===== src/rtl/event_window_counter.sv =====
// event_window_counter
//   Counts detection pulses over back-to-back windows of WINDOW clock cycles.
//   Raises a one-cycle alarm when the in-window count reaches THRESH, and
//   publishes each completed window's count on a valid/ready report port.
//   A report that is overwritten before being read sets a sticky lost flag.
//
// Ports:
//   clock      in   single clock, all state updates on posedge
//   reset      in   synchronous, active-high
//   enable     in   1 = count windows, 0 = idle (partial window discarded)
//   evt        in   detection pulse, each high cycle is one event
//   alarm      out  registered one-cycle pulse when count reaches THRESH
//   rep_valid  out  report pending
//   rep_ready  in   consumer accepts report
//   rep_count  out  event count of the reported window (CW bits)
//   rep_lost   out  an earlier report was overwritten unread
module event_window_counter #(
  parameter int WINDOW = 8,
  parameter int THRESH = 3,
  parameter int CW     = 4
) (
  input  logic          clock,
  input  logic          reset,
  input  logic          enable,
  input  logic          evt,
  output logic          alarm,
  output logic          rep_valid,
  input  logic          rep_ready,
  output logic [CW-1:0] rep_count,
  output logic          rep_lost
);

  localparam int TW = (WINDOW > 2) ? $clog2(WINDOW) : 1;
  localparam logic [TW-1:0] TMR_LAST = TW'(WINDOW - 1);
  localparam logic [CW-1:0] CNT_MAX  = {CW{1'b1}};
  localparam logic [CW-1:0] THR      = CW'(THRESH);

  typedef enum logic {IDLE, RUN} state_t;

  state_t        state_reg;
  logic [TW-1:0] tmr_reg;
  logic [CW-1:0] cnt_reg;
  logic [CW-1:0] inc;
  logic          xfer;

  // Saturating count including this cycle's event.
  always_comb begin
    inc = cnt_reg;
    if (evt && (cnt_reg != CNT_MAX))
      inc = cnt_reg + CW'(1);
  end

  assign xfer = rep_valid && rep_ready;

  always_ff @(posedge clock) begin
    if (reset) begin
      state_reg <= IDLE;
      tmr_reg   <= '0;
      cnt_reg   <= '0;
      alarm     <= 1'b0;
      rep_valid <= 1'b0;
      rep_count <= '0;
      rep_lost  <= 1'b0;
    end else begin
      alarm <= 1'b0;

      // A transfer consumes the pending report; a window close later in this
      // block may immediately load a new one.
      if (xfer) begin
        rep_valid <= 1'b0;
        rep_lost  <= 1'b0;
      end

      case (state_reg)
        IDLE: begin
          tmr_reg <= '0;
          cnt_reg <= '0;
          if (enable)
            state_reg <= RUN;
        end

        RUN: begin
          if (!enable) begin
            // Partial window is dropped silently; pending report is kept.
            state_reg <= IDLE;
            tmr_reg   <= '0;
            cnt_reg   <= '0;
          end else begin
            // Only the crossing edge fires, so saturation or later events
            // cannot retrigger within the window.
            alarm <= (cnt_reg < THR) && (inc == THR);
            if (tmr_reg == TMR_LAST) begin
              rep_count <= inc;
              rep_valid <= 1'b1;
              // Overwrite of an unread report is flagged; a same-edge
              // transfer means the old report was consumed, so no loss.
              rep_lost  <= rep_valid && !rep_ready;
              tmr_reg   <= '0;
              cnt_reg   <= '0;
            end else begin
              tmr_reg <= tmr_reg + TW'(1);
              cnt_reg <= inc;
            end
          end
        end

        default: begin
          state_reg <= IDLE;
          tmr_reg   <= '0;
          cnt_reg   <= '0;
        end
      endcase
    end
  end

endmodule


===== config.mk =====
export PLATFORM = sky130hd
export DESIGN_NAME = event_window_counter
export DESIGN_NICKNAME = d
export VERILOG_FILES = /design/src/rtl/event_window_counter.sv
export SDC_FILE = /design/constraint.sdc
export NUM_CORES = 1
export LEC_CHECK = 0
export ABC_AREA = 1
export ABC_CLOCK_PERIOD_IN_PS = 2400
export CAP_MARGIN = 10
export CORE_MARGIN = 4
export CORE_UTILIZATION = 45
export DETAILED_ROUTE_END_ITERATION = 12
export MAX_ROUTING_LAYER = met4
export PLACE_DENSITY = 0.75
export SETUP_SLACK_MARGIN = 0.15
export SYNTH_ARGS = -nofsm -noshare
export SYNTH_HDL_FRONTEND = slang
export SYNTH_SLANG_ARGS = --single-unit
export TNS_END_PERCENT = 5

===== constraint.sdc =====
create_clock -name clock -period 2.4 [get_ports clock]
set_input_delay 0.6 -clock clock [delete_from_list [all_inputs] [get_ports clock]]
set_output_delay 0.6 -clock clock [all_outputs]
set_load 0.03 [all_outputs]

## Word-level counts from Yosys, hierarchy flattened

Cells that the tools add are included.

| word-level totals | value |
|---|---|
| register bits | 15 |
| input bits | 5 |
| output and inout bits | 7 |
| logic and storage cells | 38 |

| operators by class | value |
|---|---|
| add/subtract/negate cells | 2 |
| $lt $le $gt $ge | 1 |
| eq/ne operators | 3 |
| multiplexer cells | 16 |
| bitwise operators | 2 |
| reduce and logical (&&, ||, !) cells | 7 |

Operators with widths:

| kind | number |
|---|---|
| $mux 4 | 3 |
| $mux 1 | 9 |
| $pmux 4 s2 | 1 |
| $mux 3 | 2 |
| $pmux 3 s2 | 1 |
| $add 4x1->4 const B | 1 |
| $eq 4x2->1 const B | 1 |
| $logic_and 1x1->1 | 4 |
| $lt 4x2->1 const B | 1 |
| $ne 4x4->1 const B | 1 |
| $add 3x1->3 const B | 1 |
| $eq 3x3->1 const B | 1 |
| $reduce_and 3->1 | 1 |
| $reduce_or 3->1 | 1 |
| $not 1->1 | 2 |
| $logic_not 1->1 | 1 |

## Logic depth before layout (Yosys ltp)

Gate-level depths: netlist of the first run.

| depth | value |
|---|---|
| depth in word-level cells | 6 |
| gate-level depth with buffers | 8 |

## Least setup slack after synthesis of the first run

OpenSTA, ideal clock, no wires.

| path | value |
|---|---|
| path kind | register to register |
| start point | register tmr_reg[0] |
| end point | register rep_count[0] |
| library setup time | 0.109 ns |
| arrival time | 1.219 ns |
| data required time | 2.291 ns |
| path slack | 1.072 ns |
| stages on the path, launching flop included | 8 |
| path buffers | 0 |
| clock period less this slack | 1.328 ns |
| cells stage by stage | dfxtp_1 ha_1 ha_1 nand3_1 clkinv_1 o21a_1 nand2_1 inv_1 |

| on the way | value |
|---|---|
| cells in the longest elaborated chain, start to end | 2 |

RTL lines:

| what | RTL line | text |
|---|---|---|
| from (decl) | 41 | `logic [TW-1:0] tmr_reg;` |
| from (signal assigned) | 101 | `tmr_reg <= tmr_reg + TW'(1);` |
| $eq 3x3->1 | 92 | `if (tmr_reg == TMR_LAST) begin` |
| $reduce_and 3->1 (no source line) | n/a |  |
| to (signal assigned) | 93 | `rep_count <= inc;` |
| to (decl) | 29 | `output logic [CW-1:0] rep_count,` |

No other way between the ends.
A chain may end at the register's enable or synchronous reset.

## Worst setup path after layout of the first run

| path | value |
|---|---|
| start point | register rep_valid |
| end point | output rep_valid |

RTL lines:

| what | RTL line | text |
|---|---|---|
| from (decl) | 27 | `output logic rep_valid,` |
| from (signal assigned) | 61 | `rep_valid <= 1'b0;` |
| from (signal assigned) | 70 | `rep_valid <= 1'b0;` |
| from (signal assigned) | 94 | `rep_valid <= 1'b1;` |

No word-level cell between the ends.

==> qor.csv, run 1 <==
metric,value,unit
seqPwrFrac,0.603,
slew_violations,0,
timing.critical_path.cells,clkdlybuf4s50_1,
final-setup-viol-count,0,
detail_route.iter0.violations,4,
intPower,0.000324,W
postSynthAreaPerCell,7.82,sq um
globalplace.congestion,0.788,
io_pins,12,
critical_path_peak_fanout,3,
grt_use_total,0.138,
dp_hpwl,902,microns
leakagePower,0.343,nW
synthesis.instances,83,
power.switching_fraction,0.226,
worstRegToRegCells,6,
max_clock_freq,523,MHz
timing.setup.critical_path_class,reg -> out,
worst_slew_pin_slew,310,ps
worst_clock_skew,4.52,ps
start_util,0.487,
power.share.combinational,0.057,
clkTransAtPathRegs,90,ps
site_rows,13,
ctsHoldBuffers,0,
post_cts_resize_count,0,
rsz0062_at_grt,no,
outcome,"complete, no violations",
yosysWarnings,0,
drt.antenna.violating_nets,0,
die_area,0.00211,sq mm
grt_pass1_vias,522,
die_h,46.0,microns
setup-tns-final,0,ps
synthesis.area,649,sq um
maxSlewHeadroom,0.793,
crit_path_start_kind,register,
area_share_of_the_largest_cell_type_after_synthesis,0.462,
clkPwrFrac,0.340,
placement.setup.worst_slack,618,ps
clock_path_buffers,2,
antenna_found_initial,0,
vdd_ir_drop_max,0.000378,V
post-layout-total-power,0.000418,W
worstHoldPathCells,1,
number_of_port_buffers,11,
worstPathRequired,1800,ps
vias,561,
cts_tree,yes,
synth.top_cells.by_area,"sky130_fd_sc_hd__dfxtp_1, sky130_fd_sc_hd__nand2_1, sky130_fd_sc_hd__inv_1",
post-synth-top-area-cell,sky130_fd_sc_hd__dfxtp_1,
cts.htree.levels,1,
fin_crit,1910,ps
routed_via_density,4.96,
clk_root_buffer_cell,sky130_fd_sc_hd__clkbuf_4,
avgRoutedWirePerCell,10.1,microns
routed_wire_length,1140,microns
worst_hold_path_type,reg -> reg,
maximum_number_of_pins_on_one_net_before_global_route_repair,10,
synth_seq_area_share,0.462,
synth_edf_count,0,
chipWidth,46.0,microns
synthesized_flop_and_latch_total,15,
clkSinkCount,15,
area.growth.synth_to_final,24.1,%
synth_cell_types,19,
postCtsSetupRepairBufs,0,
crit_arrival,1310,ps
drt_pass_1_iters,4,
finish.net_count,107,
max-cap-violations,0,
power.density_cell_area,519,mW/mm^2
ys.flop_type,sky130_fd_sc_hd__dfxtp_1,
remaining_drc_errors,0,
cts_inserted_buffers,3,
synth-async-reset-ratio,0,
syn_nets,91,
critPathMaxStageDelay,680,ps
worst_path_dominant_cell_family,buffers and inverters,
drive_above_1_share,0.122,
core_area,0.00133,sq mm
critical_path_buf_inv_count,1,
timing.critical_path.slowest_stage_cell,sky130_fd_sc_hd__clkdlybuf4s50_1,
cp.depth,1,
hold_viol_final,0,
antenna_cells,0,
worst_setup_path_end_kind,output pin,
fillCellCount,121,
finalCritPeriodShare,0.796,
grt.overflow.total,0,
setup_ws,489,ps
clock_network_latency_to_the_later_pin_of_the_worst_skew_pair,290,ps
grt_first_pass_wirelength,1990,microns
power.net_switching,0.0000944,W
==> per-stage QoR <==
step	std cells	cell area, sq um	hold slack (ps)	util
floorplan	83	649	399	-
global placement	109	778	408	0.583
detailed placement	109	778	411	0.583
CTS	113	806	425	0.604
global route	113	806	440	0.604
finish	113	806	421	0.604
==> routing by layer <==
layer / GRT usage / wire, microns / vias to the layer above / part of all wire
li1: - / - / 291 / -
met4: 0.0682 / 9 / 0 / 0.0079
met3: 0.0593 / 88 / 2 / 0.077
met5: - / 0 / - / 0
met1: 0.150 / 502 / 254 / 0.44
met2: 0.212 / 541 / 14 / 0.47
==> power by group through the flow <==
stage | logic [W] | registers [W] | clock network, W
2_1_floorplan | 0.0000132 | 0.000258 | 0
3_3_place_gp | 0.0000234 | 0.000258 | 0
3_5_place_dp | 0.0000241 | 0.000258 | 0
4_1_cts | 0.0000242 | 0.000252 | 0.000148
5_1_grt | 0.0000272 | 0.000253 | 0.000159
6_report | 0.0000239 | 0.000252 | 0.000142
==> Yosys cell counts (2+ instances only) <==
library cell,instances
sky130_fd_sc_hd__ha_1,3
sky130_fd_sc_hd__nand2_2,3
sky130_fd_sc_hd__inv_1,13
sky130_fd_sc_hd__o21ai_0,2
sky130_fd_sc_hd__a21oi_1,4
sky130_fd_sc_hd__nand2_1,15
sky130_fd_sc_hd__nand3_1,6
sky130_fd_sc_hd__nor2_1,8
sky130_fd_sc_hd__nand4_1,2
sky130_fd_sc_hd__o21a_1,4
sky130_fd_sc_hd__dfxtp_1,15
==> cell type report <==
cell class | instances | area [sq um] | area share
repair buffers | 11 | 110 | 0.137
flip-flops and latches | 15 | 300 | 0.373
well taps | 15 | 18.8 | 0.0233
clock inverters | 1 | 5.00 | 0.00621
inverters | 15 | 56.3 | 0.0699
multi-input cells | 53 | 293 | 0.363
clock buffers | 3 | 22.5 | 0.0280
==> cell families after synthesis <==
group | synth area share
simple gates | 0.279
compound gates | 0.114
flops | 0.462
buf+inv | 0.0867
fa+ha+maj | 0.0578
==> worst register-to-register path, stage by stage (launching register included) <==
cell                       delay, ps
sky130_fd_sc_hd__dfxtp_1         320
sky130_fd_sc_hd__ha_1            190
sky130_fd_sc_hd__ha_1            210
sky130_fd_sc_hd__nand3_1         130
sky130_fd_sc_hd__clkinv_1        210
sky130_fd_sc_hd__o21ai_0         230
sky130_fd_sc_hd__a21oi_1          60
==> worst paths after layout <==
| kind | start | end | slack, ps |
|---|---|---|---|
| setup / recovery | rep_valid | rep_valid | 490 |
| hold reg to reg | tmr_reg[0] | tmr_reg[0] | 420 |
| hold / removal | tmr_reg[0] | tmr_reg[0] | 420 |
| setup reg to reg | tmr_reg[0] | rep_count[2] | 930 |
==> cells in the final DEF, fill, tap and decap left out, drive strengths merged <==
master	synthesis	final
a21oi	4	4
clkbuf	0	3
clkdlybuf4s50	0	11
clkinv	1	2
dfxtp	15	15
ha	3	3
inv	14	14
nand2	19	19
nand3	7	7
nand4	2	2
nor2	9	9
o21a	4	4
o21ai	4	4
or2	1	1
No activity file was read; power rests on OpenSTA's default activity.
==> run 2: changes to the inputs <==
Settings changed: ABC_CLOCK_PERIOD_IN_PS 2400 to 1650, CORE_UTILIZATION 45 to 43.
Clock period 2.4 ns to 1.65 ns, I/O delays scaled along.
==> run 2 against run 1 <==
Effect of this change:
- via count down 1.1%
- power up 46%
- clock-buffer cell count unchanged
==> qor.csv, run 2 (synthesis results as in run 1) <==
metric,value,unit,change
antenna_found_initial,0,,unchanged
power.net_switching,0.000140,W,was 0.0000944 W
cts_tree,yes,,unchanged
grt.overflow.total,0,,unchanged
maxSlewHeadroom,0.796,,was 0.793
worst_hold_path_type,reg -> reg,,unchanged
finish.net_count,107,,unchanged
power.switching_fraction,0.229,,was 0.226
cts.htree.levels,1,,unchanged
postLayoutCoreUtil,0.585,,was 0.604
grt_first_pass_wirelength,2040,microns,was 1990 microns
globalplace.congestion,0.765,,was 0.788
dpl_cell_area,778,sq um,unchanged
timing.critical_path.cells,dlygate4sd2_1,,was clkdlybuf4s50_1
max-cap-violations,0,,unchanged
start_util,0.475,,was 0.487
clkSinkCount,15,,unchanged
leakagePower,0.382,nW,was 0.343 nW
clkTransAtPathRegs,90,ps,about the same
intPower,0.000471,W,was 0.000324 W
hold_viol_final,0,,unchanged
avgRoutedWirePerCell,10.2,microns,was 10.1 microns
maximum_number_of_pins_on_one_net_before_global_route_repair,10,,unchanged
remaining_drc_errors,0,,unchanged
clk_root_buffer_cell,sky130_fd_sc_hd__clkbuf_4,,unchanged
fillCellCount,136,,was 121
critical_path_buf_inv_count,1,,unchanged
commonest_non_fill_non_tap_cells_in_the_layout,"sky130_fd_sc_hd__nand2_1, sky130_fd_sc_hd__dfxtp_1, sky130_fd_sc_hd__inv_1",,unchanged
chipWidth,46.9,microns,was 46.0 microns
fin_crit,1450,ps,
seqPwrFrac,0.600,,was 0.603
cts_inserted_buffers,3,,unchanged
clkPwrFrac,0.343,,was 0.340
worst_slew_pin_slew,307,ps,was 310 ps
io_pins,12,,unchanged
routed_via_density,4.91,,was 4.96
postCtsSetupRepairBufs,0,,unchanged
layout.cell_area.non_filler,800,sq um,was 806 sq um
max_clock_freq,688,MHz,
vias,555,,was 561
site_rows,13,,unchanged
die_area,0.00220,sq mm,was 0.00211 sq mm
power.share.combinational,0.056,,was 0.057
drt.antenna.violating_nets,0,,unchanged
vdd_ir_drop_max,0.000465,V,was 0.000378 V
worst_hold_slack,431,ps,was 421 ps
grt_use_total,0.138,,about the same
drt_pass_1_iters,1,,was 4
crit_path_start_kind,register,,unchanged
timing.critical_path.slowest_stage_cell,sky130_fd_sc_hd__dlygate4sd2_1,,was sky130_fd_sc_hd__clkdlybuf4s50_1
worst_clock_skew,1.09,ps,was 4.52 ps
finalCritPeriodShare,0.881,,
setup-tns-final,0,ps,unchanged
outcome,"complete, no violations",,unchanged
crit_arrival,1040,ps,was 1310 ps
core_area,0.00137,sq mm,was 0.00133 sq mm
rsz0062_at_grt,yes,,was no
worst_path_dominant_cell_family,buffers and inverters,,unchanged
detail_route.iter0.violations,0,,was 4
worst_setup_path_end_kind,output pin,,unchanged
routed_wire_length,1150,microns,was 1140 microns
worstPathRequired,1240,ps,was 1800 ps
critPathMaxStageDelay,400,ps,was 680 ps
power.density_cell_area,765,mW/mm^2,was 519 mW/mm^2
critical_path_peak_fanout,3,,unchanged
ctsHoldBuffers,0,,unchanged
number_of_port_buffers,11,,unchanged
grt_pass1_vias,514,,was 522
area.growth.synth_to_final,23.1,%,was 24.1%
drive_above_1_share,0.133,,was 0.122
clock_path_buffers,2,,unchanged
die_h,46.9,microns,was 46.0 microns
setup_ws,196,ps,was 489 ps
slew_violations,0,,unchanged
final-setup-viol-count,0,,unchanged
placement.setup.worst_slack,41.6,ps,was 618 ps
timing.setup.critical_path_class,reg -> out,,unchanged
antenna_cells,0,,unchanged
dp_hpwl,906,microns,was 902 microns
clock_network_latency_to_the_later_pin_of_the_worst_skew_pair,290,ps,about the same
-- run 2: power groups by stage --
stage / Sequential, W / Combinational (W) / Clock, W
6_report: 0.000367 / 0.0000345 / 0.000210
5_1_grt: 0.000367 / 0.0000394 / 0.000241
4_1_cts: 0.000367 / 0.0000348 / 0.000223
3_5_place_dp: 0.000375 / 0.0000347 / 0
3_3_place_gp: 0.000375 / 0.0000341 / 0
2_1_floorplan: 0.000375 / 0.0000192 / 0
-- run 2: worst paths after layout --
| check | slack, ps | cells after the start | from | endpoint |
|---|---|---|---|---|
| max | 200 | 1 | rep_valid | rep_valid |
| min | 430 | 1 | tmr_reg[0] | tmr_reg[0] |
| max reg2reg | 330 | 7 | tmr_reg[0] | rep_count[0] |
| min reg2reg | 430 | 1 | tmr_reg[0] | tmr_reg[0] |
-- run 2: area by class of cell --
cell class | count | area (sq um) | area share
sequential | 15 | 300 | 0.376
multi-input combinational | 53 | 293 | 0.366
timing repair buffer | 11 | 101 | 0.127
inverter | 15 | 58.8 | 0.0736
clock buffer | 3 | 22.5 | 0.0282
tap | 15 | 18.8 | 0.0235
clock inverter | 1 | 5.00 | 0.00626
-- run 2: what timing repair did --
item                                    4_1_cts  5_1_grt
gates resized for setup                       8        1
gates cloned                                  0        0
endpoints found under the setup margin        8        5
-- run 2: metrics by stage --
| step | cells | total power [W] |
|---|---|---|
| after floorplan | 83 | 0.000394 |
| after global placement | 109 | 0.000410 |
| after detailed placement | 109 | 0.000410 |
| after CTS | 113 | 0.000625 |
| after global routing | 113 | 0.000648 |
| final | 113 | 0.000611 |
-- run 2: metal layers --
metal	track usage	up-vias	wire [microns]
met3	0.0690	0	66
met1	0.148	253	495
met2	0.220	8	589
li1	-	294	-
met4	0.0497	0	0
met5	-	-	0
==> run 3: changes to the inputs <==
Settings changed: ABC_CLOCK_PERIOD_IN_PS 1650 to 1600, CORE_UTILIZATION 43 to 45.
Clock period 1.65 ns to 1.6 ns, I/O delays scaled along.
==> run 3 against run 2 <==
Effect of this change:
- power up 1.1%
- sequential power is 3% higher
- largest cell class unchanged
- clock skew is 1.1 ps higher
- global-route usage increased by 0.26 points
- sequential cell count stayed put
- worst hold slack got worse by 8.6 ps
- non-clock buffer count increased by 1
- via count fell by 0.72%
- final area increased by 0.94%
- first-iteration DRC count up 4
- critical endpoint is now rep_count[3]
- die area fell by 3.7%
- combinational power increased by 3%
==> qor.csv, run 3 (synthesis results as in run 1) <==
metric,value,unit,change
outcome,"complete, no violations",,unchanged
commonest_non_fill_non_tap_cells_in_the_layout,"sky130_fd_sc_hd__nand2_1, sky130_fd_sc_hd__dfxtp_1, sky130_fd_sc_hd__inv_1",,unchanged
placement.setup.worst_slack,15.8,ps,was 41.6 ps
remaining_drc_errors,0,,unchanged
die_h,46.0,microns,was 46.9 microns
max_clock_freq,708,MHz,
worstRegToRegCells,8,,was 7
grt_use_total,0.141,,was 0.138
timing.critical_path.slowest_stage_cell,sky130_fd_sc_hd__dlygate4sd2_1,,unchanged
worst_path_dominant_cell_family,buffers and inverters,,unchanged
worst_setup_path_startpoint,rep_count[3],,was rep_valid
area.growth.synth_to_final,24.3,%,was 23.1%
cts_tree,yes,,unchanged
crit_path_start_kind,register,,unchanged
clkSinkCount,15,,unchanged
maximum_number_of_pins_on_one_net_before_global_route_repair,9,,was 10
fillCellCount,136,,unchanged
timing.critical_path.cells,dlygate4sd2_1,,unchanged
cts_inserted_buffers,3,,unchanged
io_pins,12,,unchanged
drive_above_1_share,0.131,,was 0.133
critical_path_buf_inv_count,1,,unchanged
finalCritPeriodShare,0.883,,
antenna_cells,0,,unchanged
worst_r2r_startpoint,tmr_reg[0],,unchanged
start_util,0.487,,was 0.475
grt_pass1_vias,517,,was 514
post-layout-total-power,0.000618,W,was 0.000611 W
clock_network_latency_to_the_later_pin_of_the_worst_skew_pair,270,ps,was 290 ps
finish.net_count,108,,was 107
die_area,0.00211,sq mm,was 0.00220 sq mm
worst-r2r-setup-slack,260,ps,was 330 ps
grt.overflow.total,0,,unchanged
worst_setup_path_end_kind,output pin,,unchanged
critical_path_peak_fanout,2,,was 3
routed_via_density,4.83,,was 4.91
rsz0062_at_grt,yes,,unchanged
globalplace.congestion,0.810,,was 0.765
clock_path_buffers,2,,unchanged
worstPathRequired,1200,ps,was 1240 ps
worst_clock_skew,2.20,ps,was 1.09 ps
worstHoldStart,tmr_reg[0],,unchanged
vdd_ir_drop_max,0.000642,V,was 0.000465 V
reg2reg_to,rep_count[0],,unchanged
routed_wire_length,1140,microns,was 1150 microns
hold_viol_final,0,,unchanged
avgRoutedWirePerCell,10.0,microns,was 10.2 microns
leakagePower,0.381,nW,was 0.382 nW
cp.depth,1,,unchanged
vias,551,,was 555
final-setup-viol-count,0,,unchanged
critPathMaxStageDelay,400,ps,about the same
worst_slew_pin_slew,313,ps,was 307 ps
clk_root_buffer_cell,sky130_fd_sc_hd__clkbuf_4,,unchanged
chipWidth,46.0,microns,was 46.9 microns
worst_setup_path_end,rep_count[3],,was rep_valid
number_of_port_buffers,11,,unchanged
grt_first_pass_wirelength,2060,microns,was 2040 microns
detail_route.iter0.violations,4,,was 0
timing.setup.critical_path_class,reg -> out,,unchanged
fin_crit,1410,ps,
drt.antenna.violating_nets,0,,unchanged
max-cap-violations,0,,unchanged
setup_ws,187,ps,was 196 ps
postCtsSetupRepairBufs,0,,unchanged
site_rows,13,,unchanged
drt_pass_1_iters,5,,was 1
maxSlewHeadroom,0.792,,was 0.796
crit_arrival,1010,ps,was 1040 ps
power.density_cell_area,766,mW/mm^2,was 765 mW/mm^2
dp_hpwl,935,microns,was 906 microns
worst_hold_path_type,reg -> reg,,unchanged
clkTransAtPathRegs,80,ps,was 90 ps
cts.htree.levels,1,,unchanged
slew_violations,0,,unchanged
core_area,0.00133,sq mm,was 0.00137 sq mm
antenna_found_initial,0,,unchanged
setup-tns-final,0,ps,unchanged
==> run 3: worst min-delay path by stage <==
stage,to,depth (start not counted)
floorplan,tmr_reg[0],1
global placement,tmr_reg[0],1
detailed placement,tmr_reg[0],1
CTS,tmr_reg[0],1
global route,tmr_reg[0],1
finish,tmr_reg[0],1
==> run 3: routing by layer <==
| metal | share of wire | wire (microns) | vias up | global-route usage |
|---|---|---|---|---|
| met5 | 0 | 0 | - | - |
| met4 | 0.0052 | 6 | 0 | 0.0341 |
| met3 | 0.070 | 80 | 2 | 0.0593 |
| met2 | 0.47 | 536 | 13 | 0.214 |
| met1 | 0.45 | 520 | 237 | 0.171 |
| li1 | - | - | 299 | - |
==> run 3: power by group <==
group | switching, W | total [W] | internal, W
sequential | 0.00000240 | 0.000378 | 0.000376
clock | 0.000108 | 0.000204 | 0.0000966
combinational | 0.0000188 | 0.0000357 | 0.0000169
total | 0.000129 | 0.000618 | 0.000489
==> run 3: per-stage QoR <==
stage | cell area [sq um] | util | std cells | hold WS (ps)
2_1_floorplan | 649 | - | 83 | 399
3_3_place_gp | 786 | 0.589 | 110 | 408
3_5_place_dp | 786 | 0.589 | 110 | 420
4_1_cts | 805 | 0.603 | 114 | 433
5_1_grt | 807 | 0.605 | 114 | 445
6_report | 807 | 0.605 | 114 | 422
==> run 3: area by class of cell <==
cell class / instances / area, sq um / share of cell area
clock buffers: 4 / 26.3 / 0.0326
repair buffers: 12 / 110 / 0.136
well taps: 15 / 18.8 / 0.0233
multi-input cells: 53 / 293 / 0.363
inverters: 15 / 58.8 / 0.0729
flip-flops and latches: 15 / 300 / 0.372
==> run 3: repair_timing <==
action,4_1_cts,5_1_grt
resized for setup,8,2
pin swaps,0,0
hold buffers,0,0
endpoints found under the setup margin,9,9
